**config.mk**
```make
export PLATFORM = sky130hd
export DESIGN_NAME = serial_frame_ctrl_flat
export DESIGN_NICKNAME = d
export VERILOG_FILES = /design/src/rtl/serial_frame_if.sv /design/src/rtl/serial_frame_ctrl.sv /design/src/flat_wrapper.sv
export SDC_FILE = /design/constraint.sdc
export NUM_CORES = 1
export LEC_CHECK = 0
export CORE_MARGIN = 8
export CORE_UTILIZATION = 53
export CTS_BUF_LIST = sky130_fd_sc_hd__clkbuf_8
export DETAILED_ROUTE_END_ITERATION = 10
export PLACE_DENSITY = 0.91
export SLEW_MARGIN = 10
export SYNTH_ARGS = -nofsm -noshare
export SYNTH_HDL_FRONTEND = slang
export SYNTH_SLANG_ARGS = --single-unit
```
**constraint.sdc**
```tcl
create_clock -name clk -period 3.4 [get_ports clk]
set_input_delay 0.51 -clock clk [delete_from_list [all_inputs] [get_ports clk]]
set_output_delay 0.51 -clock clk [all_outputs]
set_load 0.03 [all_outputs]
```
**src/rtl/serial_frame_if.sv**
```systemverilog
// Handshake and serial-line bundle between a frame requester/consumer and serial_frame_ctrl.
interface serial_frame_if #(
  parameter int WIDTH = 4
) ();
  localparam int CW = $clog2(WIDTH + 1);

  logic             start;
  logic             serial_in;
  logic             out_ready;
  logic             shift;
  logic             busy;
  logic             out_valid;
  logic [WIDTH-1:0] data_out;
  logic [CW-1:0]    bit_cnt;
  logic             overrun;

  modport master (
    output start, serial_in, out_ready,
    input  shift, busy, out_valid, data_out, bit_cnt, overrun
  );

  modport slave (
    input  start, serial_in, out_ready,
    output shift, busy, out_valid, data_out, bit_cnt, overrun
  );
endinterface

```
**src/rtl/serial_frame_ctrl.sv**
```systemverilog
// Serial frame capture: runs WIDTH bit periods on start, then offers the assembled word
// on a valid/ready port until the consumer takes it.
module serial_frame_ctrl #(
  parameter int WIDTH        = 4,
  parameter int CLKS_PER_BIT = 1,
  parameter bit MSB_FIRST    = 1'b1
) (
  input  logic         clk,
  input  logic         rst,
  serial_frame_if.slave bus
);
  localparam int CW = $clog2(WIDTH + 1);
  localparam int DW = (CLKS_PER_BIT > 1) ? $clog2(CLKS_PER_BIT) : 1;

  typedef enum logic [1:0] {IDLE, SAMPLE, VALID} state_t;

  state_t           state_q, state_d;
  logic [DW-1:0]    div_cnt_q, div_cnt_d;
  logic [CW-1:0]    bit_cnt_q, bit_cnt_d;
  logic [WIDTH-1:0] shreg_q, shreg_d;
  logic [WIDTH-1:0] data_q, data_d;
  logic             valid_q, valid_d;
  logic             overrun_q, overrun_d;
  logic             shift_w, busy_w, last_bit_w;
  logic [WIDTH-1:0] shreg_nx;

  assign shreg_nx   = MSB_FIRST ? {shreg_q[WIDTH-2:0], bus.serial_in}
                                : {bus.serial_in, shreg_q[WIDTH-1:1]};
  assign last_bit_w = (bit_cnt_q == CW'(WIDTH - 1));

  always_ff @(posedge clk or negedge rst) begin
    if (!rst) state_q <= IDLE;
    else      state_q <= state_d;
  end

  always_comb begin
    state_d = state_q;
    case (state_q)
      IDLE:    if (bus.start) state_d = SAMPLE;
      SAMPLE:  if (shift_w && last_bit_w) state_d = VALID;
      VALID:   if (bus.out_ready) state_d = bus.start ? SAMPLE : IDLE;
      default: state_d = IDLE;
    endcase
  end

  always_comb begin
    shift_w = (state_q == SAMPLE) && (div_cnt_q == DW'(CLKS_PER_BIT - 1));
    busy_w  = (state_q != IDLE);
  end

  // Datapath next-state; a start is rejected while a frame is being sampled or held.
  always_comb begin
    div_cnt_d = div_cnt_q;
    bit_cnt_d = bit_cnt_q;
    shreg_d   = shreg_q;
    data_d    = data_q;
    valid_d   = valid_q;
    overrun_d = bus.start && ((state_q == SAMPLE) || ((state_q == VALID) && !bus.out_ready));
    case (state_q)
      IDLE: begin
        if (bus.start) begin
          div_cnt_d = '0;
          bit_cnt_d = '0;
        end
      end
      SAMPLE: begin
        if (shift_w) begin
          div_cnt_d = '0;
          shreg_d   = shreg_nx;
          bit_cnt_d = bit_cnt_q + CW'(1);
          if (last_bit_w) begin
            data_d  = shreg_nx;
            valid_d = 1'b1;
          end
        end else begin
          div_cnt_d = div_cnt_q + DW'(1);
        end
      end
      VALID: begin
        if (bus.out_ready) begin
          valid_d   = 1'b0;
          bit_cnt_d = '0;
          div_cnt_d = '0;
        end
      end
      default: ;
    endcase
  end

  always_ff @(posedge clk or negedge rst) begin
    if (!rst) begin
      div_cnt_q <= '0;
      bit_cnt_q <= '0;
      shreg_q   <= '0;
      data_q    <= '0;
      valid_q   <= 1'b0;
      overrun_q <= 1'b0;
    end else begin
      div_cnt_q <= div_cnt_d;
      bit_cnt_q <= bit_cnt_d;
      shreg_q   <= shreg_d;
      data_q    <= data_d;
      valid_q   <= valid_d;
      overrun_q <= overrun_d;
    end
  end

  assign bus.shift     = shift_w;
  assign bus.busy      = busy_w;
  assign bus.out_valid = valid_q;
  assign bus.data_out  = data_q;
  assign bus.bit_cnt   = bit_cnt_q;
  assign bus.overrun   = overrun_q;
endmodule

```
**src/flat_wrapper.sv**
```systemverilog
// flat-port wrapper written by rule: the top's interface ports become plain ports
module serial_frame_ctrl_flat 
#(
  parameter int WIDTH        = 4,
  parameter int CLKS_PER_BIT = 1,
  parameter bit MSB_FIRST    = 1'b1
)
  (clk, rst, bus_start, bus_serial_in, bus_out_ready, bus_shift, bus_busy, bus_out_valid, bus_data_out, bus_bit_cnt, bus_overrun);
  serial_frame_if #(.WIDTH(WIDTH)) bus_i ();
  input  logic clk;
  input  logic rst;
  input wire logic [$bits(bus_i.start)-1:0] bus_start;
  input wire logic [$bits(bus_i.serial_in)-1:0] bus_serial_in;
  input wire logic [$bits(bus_i.out_ready)-1:0] bus_out_ready;
  output wire logic [$bits(bus_i.shift)-1:0] bus_shift;
  output wire logic [$bits(bus_i.busy)-1:0] bus_busy;
  output wire logic [$bits(bus_i.out_valid)-1:0] bus_out_valid;
  output wire logic [$bits(bus_i.data_out)-1:0] bus_data_out;
  output wire logic [$bits(bus_i.bit_cnt)-1:0] bus_bit_cnt;
  output wire logic [$bits(bus_i.overrun)-1:0] bus_overrun;
  assign bus_i.start = bus_start;
  assign bus_i.serial_in = bus_serial_in;
  assign bus_i.out_ready = bus_out_ready;
  assign bus_shift = bus_i.shift;
  assign bus_busy = bus_i.busy;
  assign bus_out_valid = bus_i.out_valid;
  assign bus_data_out = bus_i.data_out;
  assign bus_bit_cnt = bus_i.bit_cnt;
  assign bus_overrun = bus_i.overrun;
  serial_frame_ctrl #(.WIDTH(WIDTH), .CLKS_PER_BIT(CLKS_PER_BIT), .MSB_FIRST(MSB_FIRST)) u_core (.clk(clk), .rst(rst), .bus(bus_i));
endmodule
```
==> key figures, run 1 <==
Run status
  • Outcome: finished clean

Clock network
  • CTS Buf Count: 3
  • Clk Latency, worst-skew pair: 0.24 ns
  • Clk sinks: 15
  • Clock buffer depth: 2
  • H-tree depth: 1
  • Clock slew at reported path FFs: 0.06 ns
  • CTS tree: built
  • Resized Gates After CTS: 0
  • Root buffer cell: clkbuf_8
  • Hold_buf cts: 0
  • Post-CTS Setup Bufs: 0

Detailed routing
  • Max layer used: met4
  • First drt pass iteration count: 4
  • Residual DRC count: 0
  • Drt total wl: 1.41 mm
  • Wire per inst: 15.9 µm
  • Met3 WL post-DR: 100 µm
  • WL met2: 714 µm
  • M1 WL: 572 µm
  • DR vias: 508
  • Initial DRC Count: 4
  • Drt via density: 5.71
  • Final ANT Viol Nets: 0

GRT
  • GRT Util Overall: 12.3%
  • Antenna violations before repair: 0
  • First-pass GRT wire length: 2.48 mm
  • Largest net degree at the start of global routing: 16
  • Vias in the first global route: 553
  • GRT overflow: 0

Pwr
  • Pwr Density: 1100 mW/mm²
  • P_leak: 0.000399 µW
  • Switching power: 410 µW
  • Part of the power in combinational logic: 53.1%
  • Internal power: 603 µW
  • Clock share of power: 13.5%
  • Worst IR drop on VDD: 637 µV
  • Flop pwr share: 33.4%
  • Sw Share: 40.4%

Timing
  • Worst Tran Pin Value: 0.654 ns
  • RSZ-0062 raised after global routing: false
  • Final min period: 2.43 ns
  • Setup TNS: 0 ns
  • F_max: 0.411 GHz
  • Final-report hold violation count: 0
  • Worst slew margin: 56.2%
  • Slew Limit Fails: 0
  • Clock skew: 0.00218 ns
  • Post-route clock period utilization: 71.5%
  • Setup-failing EPs final: 0
  • Worst Slack Setup Final: 0.968 ns

Critical path
  • Worst Setup Start Kind: flip-flop
  • Worst EP arrival: 1.92 ns
  • FF-to-FF Start: u_core.bus.bit_cnt[0]$_DFFE_PN0P_
  • Critical path type: flip-flop to output port
  • R2r worst-path depth: 5
  • Worst endpoint required time: 2.89 ns
  • Crit Reg-Reg Endpoint: u_core.bus.data_out[1]$_DFFE_PN0P_
  • Worst reg-to-reg setup slack: 1.68 ns
  • Max Fanout on Critical Path: 14
  • CP Capture Type: output port

Die
  • Die Area: 0.00277 mm²
  • Top-Level Pins: 16
  • Chip width: 52.7 µm
  • # rows: 13
  • Core Box Area: 0.00128 mm²
  • Die height: 52.7 µm
  • Initial core utilization: 55.4%

Final layout
  • Share of cells above drive strength 1: 20.3%
  • Finished Cell Area: 918 µm²
  • N_diodes: 0
  • Final nets: 82
  • Area Overhead vs Synth: 29.0%

Logic synthesis
  • Mapped Nets: 63
  • Sequential area share after synthesis: 52.7%
  • Synth Register Bits: 15
  • Total number of yosys warnings: 0
  • Post-synthesis average cell area: 12.7 µm²
  • Mapped Cells: 56
  • Synth Cell Area: 712 µm²
  • Post-synth cell types: 21

Hold path
  • Launch point of the worst hold path: u_core.shreg_q[2]$_DFFE_PN0P_
  • Worst Hold End: u_core.shreg_q[2]$_DFFE_PN0P_
  • Worst hold stages: 1
  • Min-Delay Path Class: flip-flop to flip-flop

Placement
  • HPWL Detailed: 1.07 mm
  • Placed cell areas: 873 µm²
  • IO Port Bufs: 15
  • GP Congestion: 0.770
  • Post-placement setup slack: 1.24 ns

Run
  • Max Cap Viol: 0
==> worst max path at each step <==
stage	from	to	slack, ns	cells past startpoint
finish	u_core.state_q[1]$_DFFE_PN0P_	bus_shift	0.97	2
global route	u_core.state_q[1]$_DFFE_PN0P_	bus_shift	0.89	2
CTS	u_core.state_q[1]$_DFFE_PN0P_	bus_shift	0.97	2
detailed placement	u_core.state_q[1]$_DFFE_PN0P_	bus_shift	1.24	2
global placement	u_core.state_q[1]$_DFFE_PN0P_	bus_shift	1.26	2
floorplan	u_core.bus.bit_cnt[0]$_DFFE_PN0P_	u_core.bus.data_out[0]$_DFFE_PN0P_	1.66	5
==> synthesized netlist by cell type <==
library cell | count | share of area [%]
dfrtp_1 | 15 | 53
mux2_2 | 7 | 11
a32oi_1 | 3 | 3.7
inv_1 | 3 | 1.6
nand2_1 | 3 | 1.6
nand2b_1 | 3 | 2.6
nor2_1 | 3 | 1.6
ha_1 | 2 | 3.5
nand4b_1 | 2 | 2.5
nor2b_1 | 2 | 1.8
nor3b_4 | 2 | 5.3
or2_2 | 2 | 1.8
a21boi_0 | 1 | 1.1
a21o_1 | 1 | 1.1
a2bb2oi_1 | 1 | 1.2
buf_4 | 1 | 1.1
nand2b_4 | 1 | 1.9
nand3b_1 | 1 | 1.1
nor3b_1 | 1 | 1.1
o22ai_1 | 1 | 0.88
o31ai_1 | 1 | 1.1
==> worst max-delay path, stage by stage, from the launching register on <==
cell             delay [ns]
dfrtp_1                0.55
nor3b_4                0.39
clkdlybuf4s50_1        0.73
==> logic make-up (layout without fill, tap and decap cells) <==
logic type | Yosys count | count (layout) | synth area share, %
AND/OR/NAND/NOR | 20 | 20 | 21.1
flip-flops | 15 | 15 | 52.7
AO/OA/AOI/OAI | 8 | 8 | 8.97
multiplexers | 7 | 7 | 11.1
buffers and inverters | 4 | 22 | 2.64
adder cells (fa/ha/maj) | 2 | 2 | 3.51
==> routing by layer <==
layer / up-vias / track usage [%]
li1: 237 / -
met1: 254 / 12.7
met2: 13 / 20.6
met3: 4 / 4.55
met4: 0 / 7.76
met5: - / 0
==> area by class of cell <==
type	count	area, µm²
clock buffer	3	41.3
fill	106	367
multi-input combinational	37	318
inverter	3	11.3
tap	15	18.8
timing repair buffer	15	150
sequential	15	375
clock inverter	1	3.75
==> sequential cells by signal (all words and copies together), names as in the netlist <==
signal / flops
u_core.bus.data_out: 4
u_core.bus.overrun: 1
u_core.shreg_q: 3
u_core.state_q: 2
u_core.bus.out_valid: 1
u_core.div_cnt_q: 1
u_core.bus.bit_cnt: 3
==> per-stage QoR <==
stage | instances | util (%) | hold WS (ns) | power, µW
5_1_grt | 89 | 71.5 | 0.531 | 1090
3_5_place_dp | 85 | 68.0 | 0.475 | 883
3_3_place_gp | 85 | 68.0 | 0.461 | 864
6_report | 89 | 71.5 | 0.510 | 1010
4_1_cts | 89 | 71.5 | 0.508 | 1030
2_1_floorplan | 56 | - | 0.214 | 691
==> power groups by stage <==
| stage | clock network [µW] | logic, µW | registers (µW) |
|---|---|---|---|
| 6_report | 137 | 538 | 338 |
| 5_1_grt | 150 | 585 | 351 |
| 4_1_cts | 141 | 549 | 337 |
| 3_5_place_dp | 0 | 545 | 338 |
| 3_3_place_gp | 0 | 532 | 333 |
| 2_1_floorplan | 0 | 270 | 421 |
==> placed cells by master (no fill, tap or decap) <==
cell type,n
a21boi_0,1
a21o_1,1
a2bb2oi_1,1
a32oi_1,3
clkbuf_8,3
clkdlybuf4s50_1,15
dfrtp_1,15
ha_1,2
inv_1,4
mux2_2,7
nand2_1,3
nand2b_1,3
nand2b_4,1
nand3b_1,1
nand4b_1,2
nor2_1,3
nor2b_1,2
nor3b_1,1
nor3b_4,2
o22ai_1,1
o31ai_1,1
or2_2,2
Note: power is estimated with default switching activity, not from simulation.
==> run 2, diff against run 1 <==
--- a/config.mk
+++ b/config.mk
@@ -6,10 +6,10 @@
 export NUM_CORES = 1
 export LEC_CHECK = 0
 export CORE_MARGIN = 8
-export CORE_UTILIZATION = 53
+export CORE_UTILIZATION = 45
 export CTS_BUF_LIST = sky130_fd_sc_hd__clkbuf_8
 export DETAILED_ROUTE_END_ITERATION = 10
-export PLACE_DENSITY = 0.91
+export PLACE_DENSITY = 0.82
 export SLEW_MARGIN = 10
 export SYNTH_ARGS = -nofsm -noshare
 export SYNTH_HDL_FRONTEND = slang
==> constraint.sdc (replaced) <==
create_clock -name clk -period 2 [get_ports clk]
set_input_delay 0.3 -clock clk [delete_from_list [all_inputs] [get_ports clk]]
set_output_delay 0.3 -clock clk [all_outputs]
set_load 0.03 [all_outputs]
==> key figures, run 2 (synthesis gave the netlist of run 1 again) <==
Timing
  • F_max: 0.517 GHz
  • Final min period: 1.93 ns
  • Minimum hold slack: 0.450 ns (was 0.510 ns)
  • Post-route clock period utilization: 96.7%
  • RSZ-0062 raised after global routing: false (unchanged)
  • Worst Tran Pin Value: 0.649 ns (was 0.654 ns)
  • Clock skew: 0.00694 ns (was 0.00218 ns)
  • Setup-failing EPs final: 0 (unchanged)
  • Worst Slack Setup Final: 0.0650 ns (was 0.968 ns)
  • Slew Limit Fails: 0 (unchanged)
  • Setup TNS: 0 ns (unchanged)
  • Worst slew margin: 56.6% (was 56.2%)
  • Final-report hold violation count: 0 (unchanged)

Pwr
  • P_leak: 0.000417 µW (was 0.000399 µW)
  • Worst IR drop on VDD: 834 µV (was 637 µV)
  • Sw Share: 40.2% (was 40.4%)
  • Internal power: 1050 µW (was 603 µW)
  • Part of the power in combinational logic: 55.2% (was 53.1%)
  • Switching power: 706 µW (was 410 µW)
  • Pwr Density: 1880 mW/mm² (was 1100 mW/mm²)
  • Flop pwr share: 31.4% (was 33.4%)
  • Clock share of power: 13.4% (was 13.5%)

Critical path
  • Worst path cell trace: or2_2 -> clkdlybuf4s50_1 (was nor3b_4 -> clkdlybuf4s50_1)
  • Max Fanout on Critical Path: 10 (was 14)
  • CP Capture Type: output port (unchanged)
  • Worst EP arrival: 1.63 ns (was 1.92 ns)
  • CP max stage cell: clkdlybuf4s50_1 (unchanged)
  • Worst Setup Start Kind: flip-flop (unchanged)
  • Worst endpoint required time: 1.70 ns (was 2.89 ns)
  • Slowest stage delay, CP: 0.60 ns (was 0.73 ns)
  • Top delay family on crit path: buffers and inverters (unchanged)
  • WP buf/inv: 1 (unchanged)
  • Critical path type: flip-flop to output port (unchanged)

GRT
  • Antenna violations before repair: 0 (unchanged)
  • GRT overflow: 0 (unchanged)
  • Vias in the first global route: 521 (was 553)
  • GRT Util Overall: 9.42% (was 12.3%)
  • First-pass GRT wire length: 2.35 mm (was 2.48 mm)
  • Largest net degree at the start of global routing: 16 (unchanged)

Hold path
  • Min-Delay Path Class: input port to asynchronous set/reset pin (was flip-flop to flip-flop)

Die
  • Top-Level Pins: 16 (unchanged)
  • Die Area: 0.00311 mm² (was 0.00277 mm²)
  • Core Box Area: 0.00149 mm² (was 0.00128 mm²)
  • # rows: 14 (was 13)
  • Die height: 55.8 µm (was 52.7 µm)
  • Chip width: 55.8 µm (was 52.7 µm)
  • Initial core utilization: 47.8% (was 55.4%)

Detailed routing
  • Final ANT Viol Nets: 0 (unchanged)
  • Initial DRC Count: 5 (was 4)
  • Residual DRC count: 0 (unchanged)
  • Wire per inst: 15.2 µm (was 15.9 µm)
  • DR vias: 494 (was 508)
  • Drt total wl: 1.39 mm (was 1.41 mm)
  • First drt pass iteration count: 4 (unchanged)
  • Drt via density: 5.37 (was 5.71)

Clock network
  • Post-CTS Setup Bufs: 0 (unchanged)
  • CTS tree: built (unchanged)
  • CTS Buf Count: 3 (unchanged)
  • Clk Latency, worst-skew pair: 0.25 ns (was 0.24 ns)
  • Root buffer cell: clkbuf_8 (unchanged)
  • Hold_buf cts: 0 (unchanged)
  • Clock buffer depth: 2 (unchanged)
  • Clk sinks: 15 (unchanged)
  • Clock slew at reported path FFs: 0.06 ns (about the same)
  • Resized Gates After CTS: 0 (unchanged)
  • H-tree depth: 1 (unchanged)

Placement
  • IO Port Bufs: 15 (unchanged)
  • HPWL Detailed: 1.05 mm (was 1.07 mm)
  • Post-placement setup slack: 0.316 ns (was 1.24 ns)
  • Placed cell areas: 890 µm² (was 873 µm²)
  • GP Congestion: 0.738 (was 0.770)

Final layout
  • N_diodes: 0 (unchanged)
  • Most frequent cells in the layout: dfrtp_1 (15), clkdlybuf4s50_1 (14), mux2_2 (7) (was clkdlybuf4s50_1 (15), dfrtp_1 (15), mux2_2 (7))
  • Most common cell after layout, fill and taps aside: dfrtp_1
  • Largest register FFs: 4 (unchanged)
  • Finished Cell Area: 937 µm² (was 918 µm²)
  • Share of cells above drive strength 1: 22.4% (was 20.3%)
  • Final nets: 84 (was 82)
  • Area Overhead vs Synth: 31.6% (was 29.0%)

Run
  • Max Cap Viol: 0 (unchanged)

Run status
  • Outcome: finished clean (unchanged)
-- run 2: changes by cell type in the layout (fill, tap and decap cells not counted) --
cell and delta:
buf_4 +2, clkdlybuf4s50_1 -1, dlymetal6s2s_1 +1
-- run 2: through the flow --
step / utilization, % / cells / power (µW)
after floorplan: - / 56 / 1180
after global placement: 59.7 / 88 / 1510
after detailed placement: 59.7 / 88 / 1540
after CTS: 62.8 / 92 / 1790
after global routing: 62.9 / 92 / 1870
final: 62.9 / 92 / 1760
-- run 2: path summary, 6_finish.rpt --
path                                                   start                                 end  slack [ns]  cells past startpoint
setup / recovery               u_core.state_q[0]$_DFFE_PN0P_                            bus_busy        0.07                      2
hold / removal                                           rst       u_core.state_q[1]$_DFFE_PN0P_        0.45                      1
setup reg to reg           u_core.bus.bit_cnt[0]$_DFFE_PN0P_  u_core.bus.data_out[0]$_DFFE_PN0P_        0.34                      5
hold reg to reg             u_core.bus.out_valid$_DFFE_PN0P_    u_core.bus.out_valid$_DFFE_PN0P_        0.48                      1
max in group asynchronous                                rst       u_core.shreg_q[2]$_DFFE_PN0P_        1.13                      1
min in group clk            u_core.bus.out_valid$_DFFE_PN0P_    u_core.bus.out_valid$_DFFE_PN0P_        0.48                      1
-- run 2: final cells by class --
type	instances	area, µm²
fill	135	552
inverter	3	11.3
clock inverter	1	3.75
sequential	15	375
clock buffer	3	41.3
multi-input combinational	37	318
tap	16	20.0
timing repair buffer	17	168
-- run 2: routing by layer --
metal / track usage, % / part of all wire (%) / wire length [µm] / vias up
li1: - / - / - / 239
met1: 10.1 / 44 / 607 / 237
met2: 14.9 / 47 / 649 / 15
met3: 6.39 / 9.0 / 126 / 3
met4: 2.11 / 0.79 / 11 / 0
met5: 0 / 0 / 0 / -
-- run 2: power groups by stage --
stage	Combinational, µW	Sequential [µW]	Clock [µW]
finish	971	552	235
global placement	962	550	0
CTS	988	553	246
floorplan	460	716	0
detailed placement	982	557	0
global route	1040	568	263
